### config.mk
export PLATFORM = sky130hd
export DESIGN_NAME = uart_tx_serializer
export DESIGN_NICKNAME = d
export VERILOG_FILES = /design/src/rtl/uart_tx_serializer.sv
export SDC_FILE = /design/constraint.sdc
export NUM_CORES = 1
export LEC_CHECK = 0
export CAP_MARGIN = 20
export CELL_PAD_IN_SITES_DETAIL_PLACEMENT = 1
export CELL_PAD_IN_SITES_GLOBAL_PLACEMENT = 1
export CORE_MARGIN = 2
export CORE_UTILIZATION = 43
export DETAILED_ROUTE_END_ITERATION = 6
export GPL_TIMING_DRIVEN = 1
export PLACE_DENSITY = 0.85
export SLEW_MARGIN = 25
export SYNTH_ARGS = -nofsm -noshare
export SYNTH_HDL_FRONTEND = slang
export SYNTH_SLANG_ARGS = --single-unit
export TNS_END_PERCENT = 50
### constraint.sdc
create_clock -name clk -period 2 [get_ports clk]
set_clock_uncertainty 0.15 [all_clocks]
set_input_delay 0.3 -clock clk [delete_from_list [all_inputs] [get_ports clk]]
set_output_delay 0.3 -clock clk [all_outputs]
set_load 0.01 [all_outputs]
### src/rtl/uart_tx_serializer.sv
// uart_tx_serializer: byte-stream to UART TX line serializer.
// Frames are 8N1, LSB first, each bit held for DIV clock cycles. A byte is
// taken on a rising edge where vld_tx and rdy_tx are both high.
// Optional macro UART_TX_PARITY_EN inserts an even parity bit between the
// last data bit and the stop bit (8E1, 11*DIV-cycle frames).
module uart_tx_serializer #(
    parameter int unsigned DIV   = 868,
    parameter int unsigned CNT_W = 16
) (
    input  logic       clk,
    input  logic       rst,
    input  logic [7:0] d_tx,
    input  logic       vld_tx,
    output logic       rdy_tx,
    output logic       txd,
    output logic       busy
);

    typedef enum logic [2:0] {
        S_IDLE   = 3'd0,
        S_START  = 3'd1,
        S_DATA   = 3'd2,
        S_PARITY = 3'd3,
        S_STOP   = 3'd4
    } state_t;

    localparam logic [CNT_W-1:0] CNT_LAST = CNT_W'(DIV - 32'd1);

    state_t           state_q, state_d;
    logic [CNT_W-1:0] cnt_q, cnt_d;
    logic [2:0]       idx_q, idx_d;
    logic [7:0]       shift_q, shift_d;
    logic             txd_q, txd_d;
    logic             rdy_q, rdy_d;
    logic             par_q, par_d;

    logic bit_end_s;
    logic accept_s;
    logic after_data_s;

    assign bit_end_s = (cnt_q == CNT_LAST);
    assign accept_s  = vld_tx & rdy_q;

    // Level driven after the last data bit: parity when enabled, else stop.
`ifdef UART_TX_PARITY_EN
    assign after_data_s = par_q;
`else
    assign after_data_s = 1'b1;
`endif

    // State register and all datapath flops, with synchronous reset.
    always_ff @(posedge clk) begin
        if (rst) begin
            state_q <= S_IDLE;
            cnt_q   <= '0;
            idx_q   <= 3'd0;
            shift_q <= 8'h00;
            txd_q   <= 1'b1;
            rdy_q   <= 1'b1;
            par_q   <= 1'b0;
        end else begin
            state_q <= state_d;
            cnt_q   <= cnt_d;
            idx_q   <= idx_d;
            shift_q <= shift_d;
            txd_q   <= txd_d;
            rdy_q   <= rdy_d;
            par_q   <= par_d;
        end
    end

    // Next-state logic: advance one frame phase at each bit boundary.
    always_comb begin
        state_d = state_q;
        case (state_q)
            S_IDLE: begin
                if (accept_s) state_d = S_START;
                else          state_d = S_IDLE;
            end
            S_START: begin
                if (bit_end_s) state_d = S_DATA;
                else           state_d = S_START;
            end
            S_DATA: begin
                if (bit_end_s && (idx_q == 3'd7)) begin
`ifdef UART_TX_PARITY_EN
                    state_d = S_PARITY;
`else
                    state_d = S_STOP;
`endif
                end else begin
                    state_d = S_DATA;
                end
            end
`ifdef UART_TX_PARITY_EN
            S_PARITY: begin
                if (bit_end_s) state_d = S_STOP;
                else           state_d = S_PARITY;
            end
`endif
            S_STOP: begin
                if (bit_end_s) state_d = S_IDLE;
                else           state_d = S_STOP;
            end
            default: state_d = S_IDLE;
        endcase
    end

    // Output/datapath logic: next line level, flow control, counter, shifter.
    always_comb begin
        cnt_d   = cnt_q;
        idx_d   = idx_q;
        shift_d = shift_q;
        txd_d   = txd_q;
        rdy_d   = rdy_q;
        par_d   = par_q;
        case (state_q)
            S_IDLE: begin
                cnt_d = '0;
                idx_d = 3'd0;
                if (accept_s) begin
                    shift_d = d_tx;
                    par_d   = ^d_tx;
                    txd_d   = 1'b0;
                    rdy_d   = 1'b0;
                end else begin
                    txd_d = 1'b1;
                    rdy_d = 1'b1;
                end
            end
            S_START: begin
                if (bit_end_s) begin
                    cnt_d = '0;
                    idx_d = 3'd0;
                    txd_d = shift_q[0];
                end else begin
                    cnt_d = cnt_q + 1'b1;
                end
            end
            S_DATA: begin
                if (bit_end_s) begin
                    cnt_d   = '0;
                    idx_d   = idx_q + 3'd1;
                    shift_d = {1'b0, shift_q[7:1]};
                    if (idx_q == 3'd7) txd_d = after_data_s;
                    else               txd_d = shift_q[1];
                end else begin
                    cnt_d = cnt_q + 1'b1;
                end
            end
`ifdef UART_TX_PARITY_EN
            S_PARITY: begin
                if (bit_end_s) begin
                    cnt_d = '0;
                    txd_d = 1'b1;
                end else begin
                    cnt_d = cnt_q + 1'b1;
                end
            end
`endif
            S_STOP: begin
                if (bit_end_s) begin
                    cnt_d = '0;
                    txd_d = 1'b1;
                    rdy_d = 1'b1;
                end else begin
                    cnt_d = cnt_q + 1'b1;
                end
            end
            default: begin
                cnt_d = '0;
                idx_d = 3'd0;
                txd_d = 1'b1;
                rdy_d = 1'b1;
            end
        endcase
    end

    assign txd    = txd_q;
    assign rdy_tx = rdy_q;
    assign busy   = ~rdy_q;

endmodule

Yosys cells after proc, flatten, opt, wreduce, memory -nomap -nowiden
Index checks and enable logic that the tools add are counted.

Input port bits: 11. Output and inout port bits: 3. Logic and storage cells: 50. Flip-flop bits (word level): 32.

Equal/unequal tests: 9. $add $sub $neg: 2. Reductions and logical operators: 10. Bitwise operators: 5. Muxes and demuxes: 18.

Operators by type and width (count): adder 16 x 1 -> 16 bit, second input constant (1); equality test 16 x 10 -> 1 bit, second input constant (1); 2-to-1 mux 8 bit (2); case mux 8 bit (2 select lines) (1); 2-to-1 mux 3 bit (4); case mux 3 bit (4 select lines) (1); case mux 3 bit (3 select lines) (1); AND reduction 3 bit (3); inequality test 2 bit, second input constant (4); equality test 3 bit, second input constant (2); 2-to-1 mux 1 bit (6); OR reduction 3 bit (2); NOT 1 bit (4); case mux 1 bit (4 select lines) (1); adder 3 x 1 -> 3 bit, second input constant (1); equality test 3 x 1 -> 1 bit, second input constant (1); equality test 3 x 2 -> 1 bit, second input constant (1); logical NOT 3 bit (1); case mux 1 bit (3 select lines) (1); 2-to-1 mux 2 bit (1); AND reduction 2 bit (1); nonzero test 2 bit (1); OR reduction 2 bit (1); bitwise AND 1 bit (1); logical AND 1 bit (1).

Depth between registers and ports, before layout
Depth after elaboration: 4. Mapped depth: 7. Depth with buffers taken out: 5.

Worst setup path after synthesis
Ideal clock, no wire load.

Path kind: register -> register. Start point: register cnt_q[0]. End point: register idx_q[0]. Path buffers: 1. Setup time: 0.074 ns. Required time: 1.776 ns. Period minus slack after synthesis: 1.879 ns. Stages on the path, launching flop included: 7. Setup slack: 0.121 ns. Arrival time: 1.655 ns. Path through: dfxtp_1 ha_1 nor4b_1 nand4_1 buf_2 or4_1 a31oi_1.

Cells in the longest elaborated chain, start to end: 3. Elaborated cells on any way between the ends: 4. Classes of those cells: eq/ne (3); reduce/logical (1).

Ends and longest elaborated chain: start: declaration (line 30) `logic [CNT_W-1:0] cnt_q, cnt_d;`; start signal: assignment (line 63) `cnt_q <= cnt_d;`; equality test 16 x 10 -> 1 bit * (line 41) `assign bit_end_s = (cnt_q == CNT_LAST);`; inequality test 2 bit (no source line); AND reduction 3 bit (no source line) *; end signal: assignment (line 64) `idx_q <= idx_d;`; end: declaration (line 31) `logic [2:0] idx_q, idx_d;`.

Mark *: on every way between the ends. The rest lies on a longest branch, timed or not. A chain may end at the register's enable or synchronous reset.

Worst setup path in the final report
Same ends and word-level chain as after synthesis.

==> results_dict.tcl <==
set metrics [dict create \
    status "finished clean" \
    arrival_ns 1.95 \
    hp-class "reg2reg" \
    wl_mm 4.16 \
    swShare_pct 24.5 \
    dieHeight_um 65.9 \
    max-slew-margin-rel_pct 74.3 \
    portBuffers 13 \
    min_period_ns 1.89 \
    r2r_start "cnt_q[0]" \
    instances_no_fill 254 \
    drive_gt1_share_pct 13.6 \
    drv_slew 0 \
    drc 0 \
    critPathLaunchType "flip-flop" \
    num_rows 22 \
    cts_tree "done" \
    holdBufCountCts 0 \
    fmax_mhz 530 \
    max-vdd-ir-drop_v 0.000472 \
    final_antenna_net_count 0 \
    p_sw_mw 0.332 \
    ys_ff_latch 32 \
    drt_iter0_markers 76 \
    finalSetupViolCount 0 \
    grtUsageTotal_pct 21.9 \
    dieArea_um2 4340 \
    syn_to_final_growth_pct 20.4 \
    fin_crit_sh_pct 94.4 \
    synth.distinct_cells 42 \
    cp.required_ns 2.06 \
    dr.pass1.iters 4 \
    leakage_nw 0.694 \
    rsz0062_at_grt "false" \
    stdcell_area_um2 1980 \
    grt_max_degree 17 \
    clk_latency_ns 0.29 \
    grt_pass1_vias 1473 \
    syn-cell-area_um2 1650 \
    cts_root_buf "clkbuf_8" \
    crit_fanout 7 \
    ios 14 \
    clk_pin_slew_worst_paths_ns 0.06 \
    startpoint "cnt_q[0]" \
    endpoint_kind "flip-flop" \
    fin_nets 219 \
    place.gp.congestion 0.764 \
    start_util_pct 45.0 \
    dp_slack_ns -0.0210 \
    cts_buffers 5 \
    tritoncts_num_sinks 32 \
    synth_fp_nets 199 \
    syn_avg_cell_area_um2 8.90 \
    fp.coreArea_um2 3660 \
    place_area_um2 1860 \
    n_antenna_cell 0 \
    grt_antenna_before_repair 0 \
    setup_slack_ns 0.112 \
    grt_pass1_wl_mm 7.16 \
    fin_util_pct 54.2 \
    via_per_inst 5.83 \
    p_comb_share_pct 11.2 \
    seqPwrFrac_pct 50.6 \
    htreeDepth 2 \
    rr_endpoint "idx_q[0]" \
    worstMarginPinSlew_ns 0.382 \
    yosysSeqAreaShare_pct 38.9 \
    clockPowerShare_pct 38.2 \
    internal_power_mw 1.02 \
    cp-endpoint "idx_q[0]" \
    syn_inst 185 \
    yosys_warnings 0 \
    dp_hpwl_mm 2.97 \
    reg2reg_slack_ns 0.11 \
    hold_viol 0 \
    crit_type "reg2reg" \
    clk_path_buf_depth 2 \
    dieWidth_um 65.9 \
    grt_overflow 0 \
    max_cap_viol_count 0 \
    wl_per_cell_um 16.4 \
    vias 1480 \
    p_per_area_nw_per_um2 682 \
    dp_cells 244 \
    r2r_cells 6 \
]
[worst min-delay path by stage]
stage,from,end,depth (start not counted)
floorplan,d_tx[7],shift_q[7],2
global placement,idx_q[1],idx_q[1],2
detailed placement,shift_q[7],shift_q[7],2
CTS,shift_q[7],shift_q[7],2
global route,shift_q[7],shift_q[7],2
finish,shift_q[7],shift_q[7],2
[worst max-delay path, cell delays in order, from the launching register on]
cell     delay [ns]
dfxtp_1        0.33
ha_1           0.23
nor4b_2        0.22
nand4_1        0.11
buf_4          0.18
or4_1          0.42
a31oi_1        0.17
[layout by cell type, fill, tap and decap left out, types with 3 or more instances in the layout]
cell	netlist	final
or4_1	10	10
ha_1	3	3
nor3_1	4	3
nand2b_1	4	4
inv_1	7	7
clkbuf_8	0	6
xnor2_1	11	11
o31ai_1	10	10
mux2i_1	9	9
nor2_1	23	23
nand4_1	3	3
a211oi_1	7	6
buf_4	0	8
clkdlybuf4s50_1	0	13
dfxtp_1	32	31
a21oi_1	5	5
nor4_1	5	5
nand3_1	4	4
nand2_1	9	9
[power by group through the flow]
stage,Combinational [mW],Clock (mW),Sequential (mW)
2_1_floorplan,0.0914,0,0.691
3_3_place_gp,0.139,0,0.695
3_5_place_dp,0.148,0,0.697
4_1_cts,0.150,0.521,0.684
5_1_grt,0.168,0.554,0.687
6_report,0.151,0.517,0.684
[routing by layer]
| metal | global-route usage, % | wire length (um) | up-vias |
|---|---|---|---|
| met4 | 8.07 | 89 | 0 |
| met5 | 0 | 0 | - |
| li1 | - | - | 714 |
| met2 | 36.2 | 2110 | 22 |
| met3 | 6.81 | 133 | 11 |
| met1 | 26.5 | 1830 | 733 |
[state kept, by name, indices dropped and copies added (netlist names)]
name and count:
state_q 3, rdy_tx 1, cnt_q 16, txd 1, idx_q 3, shift_q 8
[metrics by stage]
step                TNS, ns  power (mW)  hold slack [ns]
floorplan                 0       0.782            0.290
global placement          0       0.835            0.311
detailed placement  -0.0210       0.845            0.337
CTS                       0        1.36            0.352
global route              0        1.41            0.373
finish                    0        1.35            0.350
[synth_stat cells]
| cell | instances | area [um^2] |
|---|---|---|
| nor2_1 | 23 | 86.3 |
| ha_1 | 3 | 37.5 |
| nand4_1 | 3 | 18.8 |
| or2_1 | 1 | 6.26 |
| or3_4 | 1 | 11.3 |
| buf_1 | 1 | 3.75 |
| o211ai_1 | 1 | 7.51 |
| nand3b_1 | 1 | 7.51 |
| a211oi_1 | 7 | 52.6 |
| nor3b_1 | 2 | 15.0 |
| nand2_2 | 1 | 6.26 |
| dfxtp_1 | 32 | 641 |
| nor3_1 | 4 | 20.0 |
| nand3_1 | 4 | 20.0 |
| or4_1 | 10 | 75.1 |
| nor4b_1 | 1 | 8.76 |
| o31ai_1 | 10 | 75.1 |
| nand3_4 | 2 | 35.0 |
| nor3_2 | 1 | 10.0 |
| buf_2 | 6 | 30.0 |
| a32oi_1 | 1 | 8.76 |
| or3b_1 | 2 | 17.5 |
| inv_1 | 7 | 26.3 |
| a21boi_0 | 1 | 7.51 |
| nand2b_1 | 4 | 25.0 |
| o2bb2ai_1 | 2 | 17.5 |
| clkbuf_1 | 4 | 15.0 |
| a31oi_1 | 1 | 6.26 |
| o21bai_1 | 1 | 7.51 |
| o22ai_1 | 1 | 6.26 |
| nand2_1 | 9 | 33.8 |
| mux2_2 | 1 | 11.3 |
| nor4_1 | 5 | 31.3 |
| o211a_1 | 1 | 10.0 |
| o21ai_0 | 1 | 5.00 |
| and4_1 | 1 | 8.76 |
| a21oi_1 | 5 | 25.0 |
| or2_2 | 1 | 6.26 |
| xnor2_1 | 11 | 96.3 |
| or3_1 | 1 | 6.26 |
| mux2i_1 | 9 | 90.1 |
| xor2_1 | 2 | 17.5 |
[area by class of cell]
cell class / count / area [um^2]
timing repair buffer: 24 / 218
sequential: 32 / 642
clock buffer: 8 / 90.1
inverter: 7 / 26.3
fill: 432 / 1680
multi-input combinational: 135 / 947
tap: 48 / 60.1
[timing repair]
item,CTS,global route
resized for setup,1,5
setup endpoints to repair,5,10
pin swaps,1,1
buffers inserted,0,1
gates cloned,0,1
[cell families (layout without fill, tap and decap cells)]
family,Yosys count,count (layout),share of synthesized area (%)
simple gates,77,77,27.3
compound gates,32,32,13.9
flops,32,32,38.9
buf+inv,18,39,4.56
xor+xnor,13,13,6.91
mux,10,10,6.16
fa+ha+maj,3,3,2.28
No activity file was read; power rests on OpenSTA's default activity.
==> patch: new RTL, same settings <==
Re-encode `state_t` (5 states) as Gray code, 3 bits wide.
--- a/src/rtl/uart_tx_serializer.sv
+++ b/src/rtl/uart_tx_serializer.sv
@@ -19,7 +19,7 @@
     typedef enum logic [2:0] {
-        S_IDLE   = 3'd0,
-        S_START  = 3'd1,
-        S_DATA   = 3'd2,
-        S_PARITY = 3'd3,
-        S_STOP   = 3'd4
+        S_IDLE   = 3'b000,
+        S_START  = 3'b001,
+        S_DATA   = 3'b011,
+        S_PARITY = 3'b010,
+        S_STOP   = 3'b110
     } state_t;
Behaviour: no difference found for any inputs over 10 cycles, from zero or initial values and one cycle with rst high; not proved beyond that.
==> patch against the unedited design <==
  * Hold slack got worse by 29 ps
  * Wire length barely moved
  * Sequential share of layout area increased by 1.5 points
  * Sequential cell count unchanged
  * Power grew 2.8%
  * Worst setup slack better by 55 ps
  * Area after synthesis decreased by 5.0%
  * Design area is 4.7% lower
  * Critical path type unchanged
  * Largest cell class unchanged
==> patch: results (changes against the unedited design) <==
[clock_network]
cts_root_buffer=clkbuf_4  ; was clkbuf_8
cts_resized=0  ; was 1

[placement]
placed_area_um2=1763  ; was 1856 um2
routabilityCongestion=0.7842  ; was 0.7635
dp_slack_ps=75.39  ; was -21.02 ps
dp_hpwl_mm=3.079  ; was 2.974 mm
dp.cells=238  ; was 244

[logic_synthesis]
synth_mux_area_frac=0.05120  ; was 0.06155
synthTopCellsByCount=32 x dfxtp_1, 26 x nor2_1, 21 x nand3_1  ; was 32 x dfxtp_1, 23 x nor2_1, 11 x xnor2_1
synth_fa_ha_area_frac=0.02400  ; was 0.02280
synth_seq_area_share=0.4096  ; was 0.3891
synth_cell_type_count=38  ; was 42
synth_nets=195  ; was 199

[global_route]
grt_use_total=0.2254  ; was 0.2189
grt_pass1_wl_mm=7.100  ; was 7.162 mm

[pwr]
power.leakage_nw=0.6724  ; was 0.6941 nW
internal_power_mw=1.065  ; was 1.020 mW
pwr-share-seq=0.499  ; was 0.506
power_mw=1.390  ; was 1.352 mW
vdd_drop_max_uv=420.4  ; was 472.2 uV

[route]
viasPerCell=5.762  ; was 5.827
routedWlPerCell_um=16.78  ; was 16.37 um

[setup_path]
crit_fanout=6  ; was 7

[layout]
final_nets=215  ; was 219
drive_gt1_frac=0.1188  ; was 0.1359

[hold_path]
min_path_cells=1  ; was 2
min_to=cnt_q[0]  ; was shift_q[7]

[status]
status=completed  ; unchanged

[timing]
hold_slack_ps=321.1  ; was 349.9 ps

[patch: cell count changes in the layout (fill, tap and decap cells not counted), moves of 6 or more]
cell,before,now
nand3_1,4,21
o31ai_1,10,0
or4_1,10,0
o211ai_1,1,8
a211oi_1,6,0
[patch: worst max-delay path, stage by stage (launching register included)]
cell and delay [ps]:
dfxtp_1 370, ha_2 240, and3_1 180, nand4_1 260
or3_1 440, a21oi_1 130
[patch: metal layers]
layer / global-route usage / routed length [um] / vias to the layer above
met2: 0.3607 / 2089 / 34
met3: 0.05810 / 161 / 8
met1: 0.2779 / 1805 / 697
li1: - / - / 690
met5: 0 / 0 / -
met4: 0.1170 / 106 / 0
[patch: final cells by class]
| type | instances | area [um2] |
|---|---|---|
| fill | 401 | 1525 |
| sequential | 32 | 640.6 |
| timing repair buffer | 22 | 197.7 |
| multi-input combinational | 135 | 880.8 |
| clock inverter | 1 | 30.03 |
| clock buffer | 7 | 65.06 |
| tap | 46 | 57.56 |
| inverter | 5 | 18.77 |
